--- config.mk ---
export PLATFORM = sky130hd
export DESIGN_NAME = morse_mode_ctrl
export DESIGN_NICKNAME = d
export VERILOG_FILES = /design/src/rtl/morse_pkg.sv /design/src/rtl/switch_debounce.sv /design/src/rtl/morse_mode_ctrl.sv
export SDC_FILE = /design/constraint.sdc
export NUM_CORES = 1
export LEC_CHECK = 0
export ABC_AREA = 1
export BUFFER_PORTS_ARGS = -buffer_cell sky130_fd_sc_hd__buf_2
export CORE_MARGIN = 3
export CORE_UTILIZATION = 54
export CTS_CLUSTER_DIAMETER = 60
export DETAILED_ROUTE_END_ITERATION = 8
export GPL_ROUTABILITY_DRIVEN = 0
export HOLD_SLACK_MARGIN = 0.05
export PLACE_DENSITY = 0.73
export SLEW_MARGIN = 20
export SYNTH_ARGS = -nofsm -noshare
export SYNTH_HDL_FRONTEND = slang
export SYNTH_SLANG_ARGS = --single-unit
export TNS_END_PERCENT = 5
--- constraint.sdc ---
create_clock -name clk -period 1.8 [get_ports clk]
set_input_delay 0.18 -clock clk [delete_from_list [all_inputs] [get_ports clk]]
set_output_delay 0.18 -clock clk [all_outputs]
set_load 0.01 [all_outputs]
--- src/rtl/morse_pkg.sv ---
// Shared types and constants for the Morse encode/decode mode controller.
//   state_t         : mode controller FSM states
//   MODE_DEC/ENC    : committed-mode encoding (matches switch 12 polarity)
//   DEF_*           : default timing at 100 MHz
package morse_pkg;

    typedef enum logic [1:0] {
        RUN   = 2'd0,
        DRAIN = 2'd1,
        GUARD = 2'd2
    } state_t;

    localparam logic MODE_DEC = 1'b0;
    localparam logic MODE_ENC = 1'b1;

    localparam int DEF_DEBOUNCE_CYCLES = 2_000_000;   // 20 ms
    localparam int DEF_DRAIN_TIMEOUT   = 100_000_000; // 1 s
    localparam int DEF_GUARD_CYCLES    = 16;

endpackage

--- src/rtl/switch_debounce.sv ---
// Two-flop synchroniser followed by a stable-count filter for a board switch.
//   clk      : system clock
//   rst      : asynchronous active-high reset
//   sw_raw   : raw switch, asynchronous to clk
//   sw_db    : debounced level; follows the synchronised switch once it has
//              differed from sw_db for DEBOUNCE_CYCLES consecutive cycles
module switch_debounce
    import morse_pkg::*;
#(
    parameter int DEBOUNCE_CYCLES = DEF_DEBOUNCE_CYCLES
) (
    input  logic clk,
    input  logic rst,
    input  logic sw_raw,
    output logic sw_db
);

    localparam int              CNT_W    = $clog2(DEBOUNCE_CYCLES + 1);
    localparam logic [CNT_W-1:0] CNT_LAST = CNT_W'(DEBOUNCE_CYCLES - 1);

    logic             sync1;
    logic             sync2;
    logic [CNT_W-1:0] cnt;

    always_ff @(posedge clk or posedge rst) begin
        if (rst) begin
            sync1 <= 1'b0;
            sync2 <= 1'b0;
            sw_db <= 1'b0;
            cnt   <= '0;
        end else begin
            sync1 <= sw_raw;
            sync2 <= sync1;
            // Any sample agreeing with sw_db is a bounce: restart the count.
            if (sync2 == sw_db) begin
                cnt <= '0;
            end else if (cnt >= CNT_LAST) begin
                sw_db <= sync2;
                cnt   <= '0;
            end else begin
                cnt <= cnt + 1'b1;
            end
        end
    end

endmodule

--- src/rtl/morse_mode_ctrl.sv ---
// Arbitrates the Morse encoder and decoder engines from switch 12. The active
// engine is drained before hand-over and a dead-band keeps both engines off
// the shared LED/buzzer/display path while the output mux switches.
//   clk, rst            : system clock, asynchronous active-high reset
//   mode_sw             : raw mode switch (0 = decode, 1 = encode)
//   enc_busy, dec_busy  : engine has a symbol/character in flight
//   enc_en, dec_en      : engine turn_on
//   enc_flush, dec_flush: finish/abort current character request
//   out_sel             : shared output mux select (0 = decoder, 1 = encoder)
//   cur_mode            : committed mode
//   mode_chg            : one-cycle pulse on commit of a new mode
//   drain_to            : one-cycle pulse when a drain ended by timeout
//
// state | meaning
// RUN   | committed engine enabled, watching for a debounced mode request
// DRAIN | active engine still enabled and flushed, waiting for it to go idle
// GUARD | both engines disabled for GUARD_CYCLES, then commit the new mode
module morse_mode_ctrl
    import morse_pkg::*;
#(
    parameter int DEBOUNCE_CYCLES = DEF_DEBOUNCE_CYCLES,
    parameter int DRAIN_TIMEOUT   = DEF_DRAIN_TIMEOUT,
    parameter int GUARD_CYCLES    = DEF_GUARD_CYCLES
) (
    input  logic clk,
    input  logic rst,
    input  logic mode_sw,
    input  logic enc_busy,
    input  logic dec_busy,
    output logic enc_en,
    output logic dec_en,
    output logic enc_flush,
    output logic dec_flush,
    output logic out_sel,
    output logic cur_mode,
    output logic mode_chg,
    output logic drain_to
);

    localparam int                 DRAIN_W    = $clog2(DRAIN_TIMEOUT + 1);
    localparam int                 GUARD_W    = $clog2(GUARD_CYCLES + 1);
    localparam logic [DRAIN_W-1:0] DRAIN_LAST = DRAIN_W'(DRAIN_TIMEOUT - 1);
    localparam logic [GUARD_W-1:0] GUARD_LAST = GUARD_W'(GUARD_CYCLES - 1);

    logic               sw_db;
    logic               req;
    logic               act_busy;
    state_t             state;
    logic [DRAIN_W-1:0] drain_cnt;
    logic [GUARD_W-1:0] guard_cnt;

    switch_debounce #(
        .DEBOUNCE_CYCLES(DEBOUNCE_CYCLES)
    ) u_debounce (
        .clk   (clk),
        .rst   (rst),
        .sw_raw(mode_sw),
        .sw_db (sw_db)
    );

    assign req = (sw_db != cur_mode);

    // Only the committed engine's busy matters; the other one is off.
    assign act_busy = (cur_mode == MODE_ENC) ? enc_busy : dec_busy;

    always_ff @(posedge clk or posedge rst) begin
        if (rst) begin
            state     <= RUN;
            cur_mode  <= MODE_DEC;
            out_sel   <= 1'b0;
            dec_en    <= 1'b1;
            enc_en    <= 1'b0;
            enc_flush <= 1'b0;
            dec_flush <= 1'b0;
            mode_chg  <= 1'b0;
            drain_to  <= 1'b0;
            drain_cnt <= '0;
            guard_cnt <= '0;
        end else begin
            mode_chg <= 1'b0;
            drain_to <= 1'b0;
            case (state)
                RUN: begin
                    // Enables are refreshed here so the new engine comes up
                    // one cycle after the commit, never in the same cycle.
                    enc_en    <= (cur_mode == MODE_ENC);
                    dec_en    <= (cur_mode == MODE_DEC);
                    enc_flush <= 1'b0;
                    dec_flush <= 1'b0;
                    if (req) begin
                        state     <= DRAIN;
                        drain_cnt <= '0;
                        enc_flush <= (cur_mode == MODE_ENC);
                        dec_flush <= (cur_mode == MODE_DEC);
                    end
                end
                DRAIN: begin
                    if (!req) begin
                        state     <= RUN;
                        enc_flush <= 1'b0;
                        dec_flush <= 1'b0;
                    end else if (!act_busy || (drain_cnt >= DRAIN_LAST)) begin
                        // Busy exit wins; drain_to only when still busy.
                        drain_to  <= act_busy;
                        state     <= GUARD;
                        guard_cnt <= '0;
                        enc_en    <= 1'b0;
                        dec_en    <= 1'b0;
                        enc_flush <= 1'b0;
                        dec_flush <= 1'b0;
                    end else begin
                        drain_cnt <= drain_cnt + 1'b1;
                    end
                end
                GUARD: begin
                    if (guard_cnt >= GUARD_LAST) begin
                        state    <= RUN;
                        cur_mode <= ~cur_mode;
                        out_sel  <= ~out_sel;
                        mode_chg <= 1'b1;
                    end else begin
                        guard_cnt <= guard_cnt + 1'b1;
                    end
                end
                default: begin
                    state <= RUN;
                end
            endcase
        end
    end

endmodule

==> results.txt <==
The flow ran to the end, and the final reports show no timing, DRC or antenna violations. The number of non-filler instances in the completed layout came out at 751. The flip-flop and latch area came out at 1670 um2.

Traced cell by cell, the critical path runs through buf_4 -> nand2_2 -> nor2_4 -> nand3_1 -> nand2_1 -> nand2_2 -> nand4_4 -> nand2_8 -> clkbuf_16 -> nand3_1 -> nand2_1. Global routing consumed, over all layers together, 24.5% of the routing resources. The final count of hold timing violations is 0. In this run the horizontal extent of the chip is 94.5 um. The relative slew slack came out at 76.1%. The buffering stage count on the worst path with inverters included came out at 2. After synthesis, the cell types taking the most area are sky130_fd_sc_hd__dfrtp_1, sky130_fd_sc_hd__nand2_1, sky130_fd_sc_hd__nor2_1. The count of buffers added on input and output ports is 12.

The worst path setup slack after routing is 0.0333 ns. Setup repair after global routing could not meet its margin everywhere. The required time of the critical path came out at 2.04 ns. The number of antenna repair diodes came out at 0. The final-layout worst hold slack is 0.282 ns.

The most repeated cell in the gate-level netlist after synthesis is sky130_fd_sc_hd__nand2_1. The areal power density over the cells is 531 nW/um2. The synthesized netlist devotes 1.78% of its cell area to adder and majority cells.

The clock reaches the later pin of the worst-skew pair after 0.35 ns. The wire length on met3 came out at 827 um. In the final routed layout, each cell accounts on average for 14.6 um. The iteration-0 DRC count of the detailed router is 359. The max-slew violation total from the final report came out at 0. The post-detailed-route via-to-cell ratio came out at 5.55. The met1 layer wirelength in the final routing came out at 4570 um. The final routed wirelength across all metal layers came out at 11000 um. The worst setup path is captured at a register. The first global-routing pass estimated 17200 um of wire. The share of flip-flops with an asynchronous set or reset after synthesis is 100%. TritonCTS built the clock tree. The number of placed instances, taps included is 719. Of all cell types, the one taking the most synthesized area is sky130_fd_sc_hd__dfrtp_1. The cell count after synthesis is 596. The tool flagged a number of max-cap violations equal to 0. The area of the die is 8930 um2. The overall power came out at 2.70 mW.

The count of fill cells added during filler insertion came out at 613. The share of layout cells above drive strength 1 came out at 21.3%. The largest clock skew in the final design came out at 0.0105 ns. The main combinational cell family by area after synthesis is simple AND/OR/NAND/NOR gates.

The final critical delay including setup and external delays came out at 1.77 ns. The HPWL reported at the end of detailed placement came out at 7300 um. Of the total synthesized cell area, the portion taken by XOR and XNOR cells is 4.56%. The slowest cell on the critical path is sky130_fd_sc_hd__dfrtp_1.

For this run, the slowest stage of the critical path takes 0.40 ns. The post-synthesis cell type count came out at 40. Of all nets on the critical path, the largest fanout is 6. The placed instances occupy a cell area of 4550 um2. For this run, the detailed router's first-pass iteration total came to 5.

For this run, design rule violations remaining after detail routing come to 0. The final period utilization came out at 98.1%. The leakage power summed over all cells came out at 2.38 nW.

The share of the Yosys chip area taken by registers is 39.1%. The signal arrival time at the worst endpoint is 2.00 ns. Entering global routing, the biggest net connects 43 pins. The H-tree depth reported by CTS came out at 3. The clock-pin slew on the worst setup and hold paths came out at 0.07 ns. For this design, the sink count on the clock tree is 66.

The number of nets handed over by synthesis was 607. The path type of the worst min-delay path is in -> async. In this design, the largest share of critical-path delay is due to simple AND/OR/NAND/NOR gates. The slew at the pin closest to its max-slew limit is 0.358 ns.

The netlist area before placement came out at 4230 um2. The floorplan has 31 rows. The Yosys warning count came out at 0. Once the floorplan was initialized, standard cells occupied 57.1% of the core. After detailed routing, the met2 layer carries 5240 um of wire. Once detail routing completed, the nets flagged for antenna violations numbered 0.

The top-level I/O count is 13. Counting instances in the post-synthesis netlist gives the leading cell types as sky130_fd_sc_hd__nand2_1, sky130_fd_sc_hd__nor2_1, sky130_fd_sc_hd__dfrtp_1, sky130_fd_sc_hd__inv_1, sky130_fd_sc_hd__nand3_1. The number of nets in the layout is 658. The final number of setup-violating endpoints came out at 0. For this run, the leading register cell type out of synthesis is sky130_fd_sc_hd__dfrtp_1. The root buffer cell chosen for the clock tree is sky130_fd_sc_hd__clkbuf_8.

The area fraction in compound gates after synthesis is 3.58%. Of the post-synthesis cell area, the part taken by muxes is 0%. The post-synthesis average cell area came out at 7.09 um2. The worst setup path is of the reg -> reg kind. The synthesized netlist devotes 43.2% of its cell area to simple gates.

The multi-input combinational cells in the finished layout cover a total of 2440 um2. The number of global-route vias before repair came out at 3780. The area growth from synthesis to layout came out at 20.3%. The highest layer touched by signal routing is met4. The number of flops mapped to enable cells by yosys came out at 0. The portion of synthesized cell area occupied by the leading cell type came out at 38.5%. The placeable core area came out at 7410 um2. The overall die height came out at 94.5 um. The maximum number of buffers from clock root to sink came out at 2.

The cell depth of the worst flop-to-flop path is 11. The initial antenna violation count is 0. The worst slack at placement came out at -0.0293 ns.

The logic depth of the worst path, buffers included came out at 11. The via count is 4169. The peak supply drop is 0.463 mV. The count of state elements after synthesis came out at 66.

The worst setup path is launched from a register. Timing would allow up to 566 MHz. Buffers inserted during clock tree synthesis total 9. The aggregate global routing overflow is 0. In this run the register-to-register setup slack is 0.03 ns. The final cell area excluding filler cells came out at 5080 um2.
[where the power goes]
part	internal, mW	switching, mW	total, mW
Clock	0.530	0.585	1.11
Sequential	1.49	0.00813	1.50
Combinational	0.0342	0.0541	0.0883
[sequential cells by signal (all words and copies together), names as in the netlist]
name	cells
guard_cnt	5
mode_chg	1
drain_to	1
out_sel	1
dec_flush	1
cur_mode	1
enc_en	1
enc_flush	1
dec_en	1
u_debounce.cnt	21
drain_cnt	27
u_debounce.sync2	1
state	2
u_debounce.sync1	1
u_debounce.sw_db	1
[cell families (layout without fill, tap and decap cells)]
family / Yosys count / count (layout)
adders and majority gates: 6 / 6
buffers and inverters: 74 / 129
AOI/OAI and AO/OA: 24 / 24
and+or+nand+nor: 404 / 405
DFF: 66 / 66
xor gates and xnor gates: 22 / 22
[what timing repair did]
| action | CTS | global route |
|---|---|---|
| setup endpoints to repair | 19 | 57 |
| setup buffers | 0 | 9 |
| cloned | 0 | 5 |
| gates resized for setup | 6 | 50 |
| pin swaps | 1 | 15 |
| endpoints found under the hold margin | 66 | 0 |
| hold buffers | 2 | 0 |
[per-stage QoR]
step | setup TNS (ns) | util [%]
after detailed placement | -0.0561 | 61.4
after CTS | 0 | 64.3
after floorplan | -0.00163 | -
final | 0 | 68.6
after global routing | -2.55 | 68.6
after global placement | -0.00825 | 61.4
[cells in the final DEF (no fill, tap or decap), types with 3 or more instances in the layout]
cell	instances
sky130_fd_sc_hd__nand2_2	8
sky130_fd_sc_hd__xnor2_1	5
sky130_fd_sc_hd__nor2_4	4
sky130_fd_sc_hd__nand2_1	174
sky130_fd_sc_hd__buf_6	4
sky130_fd_sc_hd__nand2_8	3
sky130_fd_sc_hd__clkinvlp_4	3
sky130_fd_sc_hd__inv_2	8
sky130_fd_sc_hd__dfrtp_1	55
sky130_fd_sc_hd__buf_12	3
sky130_fd_sc_hd__nand4_1	14
sky130_fd_sc_hd__ha_4	3
sky130_fd_sc_hd__nand3_1	43
sky130_fd_sc_hd__nand3_2	12
sky130_fd_sc_hd__a21oi_1	5
sky130_fd_sc_hd__inv_1	50
sky130_fd_sc_hd__o21ai_0	5
sky130_fd_sc_hd__clkinv_2	3
sky130_fd_sc_hd__nor2_1	100
sky130_fd_sc_hd__nor3_1	21
sky130_fd_sc_hd__buf_4	27
sky130_fd_sc_hd__dfrtp_2	10
sky130_fd_sc_hd__xor2_1	17
sky130_fd_sc_hd__nor2_2	9
sky130_fd_sc_hd__a21o_1	3
sky130_fd_sc_hd__clkbuf_8	10
sky130_fd_sc_hd__buf_2	12
sky130_fd_sc_hd__o211ai_1	5
[worst register-to-register path, delay by kind of cell (launching register included)]
family                 cells  cell delay [ns]
DFF                        1             0.40
buffers and inverters      2             0.35
and+or+nand+nor            9             0.92
[final timing paths]
| kind | start | end |
|---|---|---|
| max | drain_cnt[1] | drain_cnt[16] |
| min | rst | drain_cnt[15] |
| max reg2reg | drain_cnt[1] | drain_cnt[16] |
| min reg2reg | u_debounce.sync1 | u_debounce.sync2 |
| max in group asynchronous | rst | drain_cnt[18] |
| min in group clk | u_debounce.sync1 | u_debounce.sync2 |
[metal layers]
layer  up-vias  global-route usage, %
li1       2003                      -
met1      1933                   32.8
met2       196                   39.0
met3        37                   5.02
met4         0                   9.50
met5         -                      0
[final cells by class]
cell class                 instances  share of cell area [%]
clock buffer                      11                    2.78
clock inverter                     5                   0.591
inverter                          62                    4.70
multi-input combinational        457                    48.0
sequential                        66                    32.8
tap                               99                    2.44
timing repair buffer              51                    8.76
Note: power is estimated with default switching activity, not from simulation.
